===== config.mk =====
export PLATFORM = sky130hd
export DESIGN_NAME = spi_flash_responder
export DESIGN_NICKNAME = d
export VERILOG_FILES = /design/src/rtl/spi_flash_responder.sv
export SDC_FILE = /design/constraint.sdc
export NUM_CORES = 2
export LEC_CHECK = 0
export ABC_CLOCK_PERIOD_IN_PS = 22600
export BUFFER_PORTS_ARGS = -buffer_cell sky130_fd_sc_hd__buf_2
export CAP_MARGIN = 5
export CORE_MARGIN = 1
export CORE_UTILIZATION = 60
export DETAILED_ROUTE_END_ITERATION = 6
export GPL_TIMING_DRIVEN = 1
export PLACE_DENSITY = 0.74
export SLEW_MARGIN = 20
export SYNTH_ARGS = -nofsm -noshare
export SYNTH_HDL_FRONTEND = slang
export SYNTH_SLANG_ARGS = --single-unit

===== constraint.sdc =====
create_clock -name clk -period 22.6 [get_ports clk]
set_input_delay 1.13 -clock clk [delete_from_list [all_inputs] [get_ports clk]]
set_output_delay 1.13 -clock clk [all_outputs]
set_load 0.02 [all_outputs]

===== src/rtl/spi_flash_responder.sv =====
// SPI flash slave emulating a tiny NOR array (WREN/WRDI/RDSR/READ/PP/SE).
// SPI pins are oversampled on clk; no logic runs in the dclk domain.
module spi_flash_responder #(
    parameter int ADDR_W  = 8,
    parameter int PP_BUSY = 16,
    parameter int SE_BUSY = 32
) (
    input  logic clk,
    input  logic reset,
    input  logic ncs,
    input  logic dclk,
    input  logic w_pin,
    output logic r_pin,
    output logic wip,
    output logic wel
);
    localparam int DEPTH = 1 << ADDR_W;

    localparam logic [2:0] S_IDLE   = 3'd0;
    localparam logic [2:0] S_CMD    = 3'd1;
    localparam logic [2:0] S_ADDR   = 3'd2;
    localparam logic [2:0] S_RDATA  = 3'd3;
    localparam logic [2:0] S_STAT   = 3'd4;
    localparam logic [2:0] S_WDATA  = 3'd5;
    localparam logic [2:0] S_IGNORE = 3'd6;

    localparam logic [1:0] OP_READ = 2'd0;
    localparam logic [1:0] OP_PP   = 2'd1;
    localparam logic [1:0] OP_SE   = 2'd2;

    logic [1:0] ncs_s, dclk_s, w_s;
    logic       ncs_d, dclk_d;
    logic       rise, fall, cs_fall, cs_rise;

    logic [2:0]        state;
    logic [1:0]        op;
    logic [7:0]        sh, sh_next;
    logic [2:0]        bit_idx, rcnt;
    logic [5:0]        nbits;
    logic [ADDR_W-1:0] addr, addr_next, addr_inc;
    logic [7:0]        out_sh;
    logic              prog_en, programmed;
    logic              erasing;
    logic [ADDR_W-1:0] erase_addr;
    logic [15:0]       busy_cnt;
    logic [7:0]        stat;

    logic [7:0]        mem [DEPTH];
    logic              mem_we;
    logic [ADDR_W-1:0] mem_wa;
    logic [7:0]        mem_wd;

    always_ff @(posedge clk or posedge reset) begin
        if (reset) begin
            ncs_s  <= 2'b11;
            dclk_s <= 2'b00;
            w_s    <= 2'b00;
            ncs_d  <= 1'b1;
            dclk_d <= 1'b0;
        end else begin
            ncs_s  <= {ncs_s[0], ncs};
            dclk_s <= {dclk_s[0], dclk};
            w_s    <= {w_s[0], w_pin};
            ncs_d  <= ncs_s[1];
            dclk_d <= dclk_s[1];
        end
    end

    assign rise      = dclk_s[1] & ~dclk_d;
    assign fall      = ~dclk_s[1] & dclk_d;
    assign cs_fall   = ~ncs_s[1] & ncs_d;
    assign cs_rise   = ncs_s[1] & ~ncs_d;
    assign sh_next   = {sh[6:0], w_s[1]};
    assign addr_next = {addr[ADDR_W-2:0], w_s[1]};
    assign addr_inc  = addr + ADDR_W'(1);
    assign stat      = {6'b0, wel, wip};

    // Single write port: PP is refused while busy, so it never meets the erase walk.
    always_comb begin
        mem_we = 1'b0;
        mem_wa = erase_addr;
        mem_wd = 8'hFF;
        if (erasing) begin
            mem_we = 1'b1;
        end else if (rise && state == S_WDATA && bit_idx == 3'd7 && prog_en) begin
            mem_we = 1'b1;
            mem_wa = addr;
            mem_wd = mem[addr] & sh_next;
        end
    end

    always_ff @(posedge clk) begin
        if (mem_we) mem[mem_wa] <= mem_wd;
    end

    always_ff @(posedge clk or posedge reset) begin
        if (reset) begin
            state      <= S_IDLE;
            op         <= OP_READ;
            sh         <= 8'h00;
            bit_idx    <= 3'd0;
            rcnt       <= 3'd0;
            nbits      <= 6'd0;
            addr       <= '0;
            out_sh     <= 8'h00;
            prog_en    <= 1'b0;
            programmed <= 1'b0;
            r_pin      <= 1'b0;
            wel        <= 1'b0;
            wip        <= 1'b0;
            erasing    <= 1'b0;
            erase_addr <= '0;
            busy_cnt   <= 16'd0;
        end else begin
            if (state != S_RDATA && state != S_STAT) r_pin <= 1'b0;

            if (erasing) begin
                erase_addr <= erase_addr + ADDR_W'(1);
                if (erase_addr == '1) begin
                    erasing  <= 1'b0;
                    busy_cnt <= 16'(SE_BUSY - 1);
                end
            end else if (wip) begin
                if (busy_cnt == 16'd0) wip <= 1'b0;
                else busy_cnt <= busy_cnt - 16'd1;
            end

            if (cs_fall) begin
                state      <= S_CMD;
                bit_idx    <= 3'd0;
                nbits      <= 6'd0;
                prog_en    <= 1'b0;
                programmed <= 1'b0;
            end else if (cs_rise) begin
                state <= S_IDLE;
                r_pin <= 1'b0;
                if (state == S_ADDR && op == OP_SE && nbits == 6'd32 && wel) begin
                    wip        <= 1'b1;
                    wel        <= 1'b0;
                    erasing    <= 1'b1;
                    erase_addr <= '0;
                end else if (state == S_WDATA && programmed) begin
                    wip      <= 1'b1;
                    wel      <= 1'b0;
                    busy_cnt <= 16'(PP_BUSY - 1);
                end
            end else if (rise) begin
                sh      <= sh_next;
                bit_idx <= bit_idx + 3'd1;
                if (nbits != 6'h3F) nbits <= nbits + 6'd1;
                case (state)
                    S_CMD: begin
                        if (bit_idx == 3'd7) begin
                            if (wip && sh_next != 8'h05) begin
                                state <= S_IGNORE;
                            end else begin
                                unique case (sh_next)
                                    8'h06: begin
                                        wel   <= 1'b1;
                                        state <= S_IGNORE;
                                    end
                                    8'h04: begin
                                        wel   <= 1'b0;
                                        state <= S_IGNORE;
                                    end
                                    8'h05: begin
                                        state <= S_STAT;
                                        rcnt  <= 3'd0;
                                    end
                                    8'h03: begin
                                        state <= S_ADDR;
                                        op    <= OP_READ;
                                    end
                                    8'h02: begin
                                        state   <= S_ADDR;
                                        op      <= OP_PP;
                                        prog_en <= wel;
                                    end
                                    8'hD8: begin
                                        state <= S_ADDR;
                                        op    <= OP_SE;
                                    end
                                    default: state <= S_IGNORE;
                                endcase
                            end
                        end
                    end
                    S_ADDR: begin
                        addr <= addr_next;
                        // 32nd bit overall closes the 24-bit address
                        if (nbits == 6'd31 && op != OP_SE) begin
                            state  <= (op == OP_READ) ? S_RDATA : S_WDATA;
                            out_sh <= mem[addr_next];
                            rcnt   <= 3'd0;
                        end
                    end
                    S_WDATA: begin
                        if (bit_idx == 3'd7) begin
                            if (prog_en) programmed <= 1'b1;
                            addr <= addr_inc;
                        end
                    end
                    default: ;
                endcase
            end else if (fall) begin
                case (state)
                    S_RDATA: begin
                        r_pin <= out_sh[7];
                        rcnt  <= rcnt + 3'd1;
                        if (rcnt == 3'd7) begin
                            addr   <= addr_inc;
                            out_sh <= mem[addr_inc];
                        end else begin
                            out_sh <= {out_sh[6:0], 1'b0};
                        end
                    end
                    S_STAT: begin
                        r_pin <= stat[3'd7 - rcnt];
                        rcnt  <= rcnt + 3'd1;
                    end
                    default: ;
                endcase
            end
        end
    end
endmodule

==> qor.csv <==
metric,value,unit
reg-to-reg startpoint,addr[0],
YS warnings,0,
final setup fails,0,
DRT iter0 DRCs,14700,
max-cap violations,0,
#FFs+latches synth,2126,
Post-Syn Nets,6702,
number of global-route vias before repair,73700,
CP Capture Type,register,
first-pass GRT wire length,566000,µm
via count,78200,
CP Launch Point,addr[0],
P_leak,43.4,nW
Root Driver,clkbuf_16,
Post-Route Setup TNS,0,ns
clk sink count,2126,
worst skew pair latency,0.93,ns
Mapped Cells,6683,
GRT Total Usage,41.4,%
total gr overflow,0,
Final min period,8.46,ns
TritonCTS clock tree,done,
worst min-delay path category,in2async,
critical path arrival,9.02,ns
Design Power,10.8,mW
Final Hold Fails,0,
Die ar.,197000,µm²
Starting Density,60.6,%
"EDFF count, synth",2048,
RSZ-0062 raised after global routing,no,
dpl cells,8892,
Synth cell types,86,
Die Span X,443,µm
failing checks,design-rule violations,
max_slew headroom,12.7,%
Port Buffer Count,7,
site row count,161,
Max Slew Vio Count,0,
core area,193000,µm²
initial antenna violation count,32,
wire length per cell,43.6,µm
Clock Tree Buf Depth,3,
syn_area_per_cell,17.5,µm²
# Post-CTS Setup Buffers,0,
period utilisation layout,37.4,%
Detail Route Antenna Nets,0,
Power Dens Cells,85.1,nW/µm²
"Area growth, synth to finish",9.10,%
Max Clk Rate,0.118,GHz
via/cell ratio,8.38,
WS Path Type,reg2reg,
cts bufs inserted,219,
hpwl dp,258000,µm
largest net degree at the start of global routing,193,
Syn Std Cell Area,117000,µm²
CTS clock-pin slew for the worst setup and hold paths,0.07,ns
Min Hold Slack,0.0511,ns
worst vdd ir,0.128,mV
Synth Flop Type,edfxtp_1,
Worst Tran Pin Value,1.27,ns
"commonest non-fill, non-tap cells in the layout","2048 x edfxtp_1, 1558 x mux4_2, 402 x mux2i_1",
drc violations,50,
register area share after synthesis,54.3,%
total I/O pin count,8,
reg2reg path depth,13,
maximum fanout along the worst path,89,
CTS Hold Bufs,0,
RD Place Congestion,1.04,
share of cells above drive strength 1,34.9,%
die height,443,µm
NumNets Final,6610,
CP required,23.16,ns
"most common cell after layout, fill and taps aside",edfxtp_1,
element type at the critical path start,register,
DRT Pass-1 Iters,7,
Post-CTS Resized,0,
status,finished with violations,
ys async rst share,3.67,%
Fin Clk Skew,0.0547,ns
Post-Layout Cell Count,9333,
H-tree depth,4,
final wirelength,407000,µm
-- path summary, 6_finish.rpt --
check	end	slack, ns
worst max-delay path	mem[105][7]	14.14
max in group asynchronous	addr[4]	21.25
worst min register to register	w_s[1]	0.35
worst max register to register	mem[105][7]	14.14
min in group clk	ncs_s[0]	0.31
worst min-delay path	w_s[1]	0.05
-- Yosys cell counts (13+ instances only) --
library cell  number  area (µm²)
a2111oi_0         13         114
nor3_1            97         485
mux2_2            27         304
buf_1             56         210
a31oi_1           22         138
a22oi_1           68         510
nand2_1          339        1270
buf_2            210        1050
edfxtp_1        2048       61500
o21ai_0           81         405
nand3_1          152         761
o211ai_1          21         158
a211oi_1          18         135
o22ai_1          127         795
buf_4            105         788
or3_1             38         238
o221ai_1         143        1250
inv_1             21        78.8
o31ai_1           14         105
nor2_1           353        1330
dfrtp_1           75        1880
mux2i_1          403        4030
a21oi_1          127         636
or2_2             13        81.3
nor4_1            13        81.3
mux4_2          1558       35100
nand4_1           37         231
clkbuf_1         241         905
ha_1              14         175
-- metrics by stage --
step / cell area [µm²] / worst slack [ns] / util [%]
finish: 128000 / 14.14 / 66.1
global route: 127000 / 13.93 / 66.1
CTS: 127000 / 14.15 / 66.0
detailed placement: 120000 / 14.18 / 62.2
global placement: 120000 / 14.07 / 62.1
floorplan: 117000 / 6.47 / -
-- flip-flops by register name, summed over array words and instances (netlist names), 2 cells and up --
signal      cells
addr            8
bit_idx         3
busy_cnt       16
dclk_s          2
erase_addr      8
mem          2048
nbits           6
ncs_s           2
op              2
out_sh          8
rcnt            3
sh              7
state           3
w_s             2
-- per-layer routing --
metal / vias up / share of wire, % / global-route usage, %
met4: 38 / 7.8 / 25.4
met2: 7758 / 42 / 57.5
met3: 1700 / 19 / 19.6
met1: 39900 / 31 / 52.9
li1: 28800 / - / -
met5: - / 0.094 / 0.415
-- where the power goes --
part	switching, mW	internal, mW
sequential	0.0594	4.27
clock	1.62	2.11
combinational	1.78	1.01
total	3.45	7.39
-- critical path, cell delays in order (launching register included) --
cell and delay (ns):
dfrtp_4 0.91, buf_4 0.65, buf_4 0.77, buf_4 0.70, buf_4 0.86, mux2i_1 0.17
o221ai_1 0.26, o22ai_1 0.13, nor2_1 0.57, o311ai_0 0.28, a211o_1 0.36, o211ai_1 0.70
buf_4 0.60, buf_4 0.77
-- layout make-up --
class                           count  area, µm²
Sequential cell                  2126      63500
Clock buffer                      274       5770
Inverter                           24        101
Fill cell                       12700      65500
Antenna cell                       23       57.6
Clock inverter                    140       1540
Timing Repair Buffer              309       2630
Multi-Input combinational cell   3911      50800
Tap cell                         2526       3160
-- logic make-up (layout without fill, tap and decap cells) --
group                    after synthesis  in the layout  synth area share (%)
buffers and inverters                646            747                  2.70
AND/OR/NAND/NOR                     1121           1121                  4.32
adder cells (fa/ha/maj)               14             14                 0.150
flip-flops                          2126           2126                  54.3
AO/OA/AOI/OAI                        769            769                  4.66
other                                  0             23                     0
XOR/XNOR                              19             19                 0.149
multiplexers                        1988           1988                  33.7
Power figures use the tool's default switching activity.
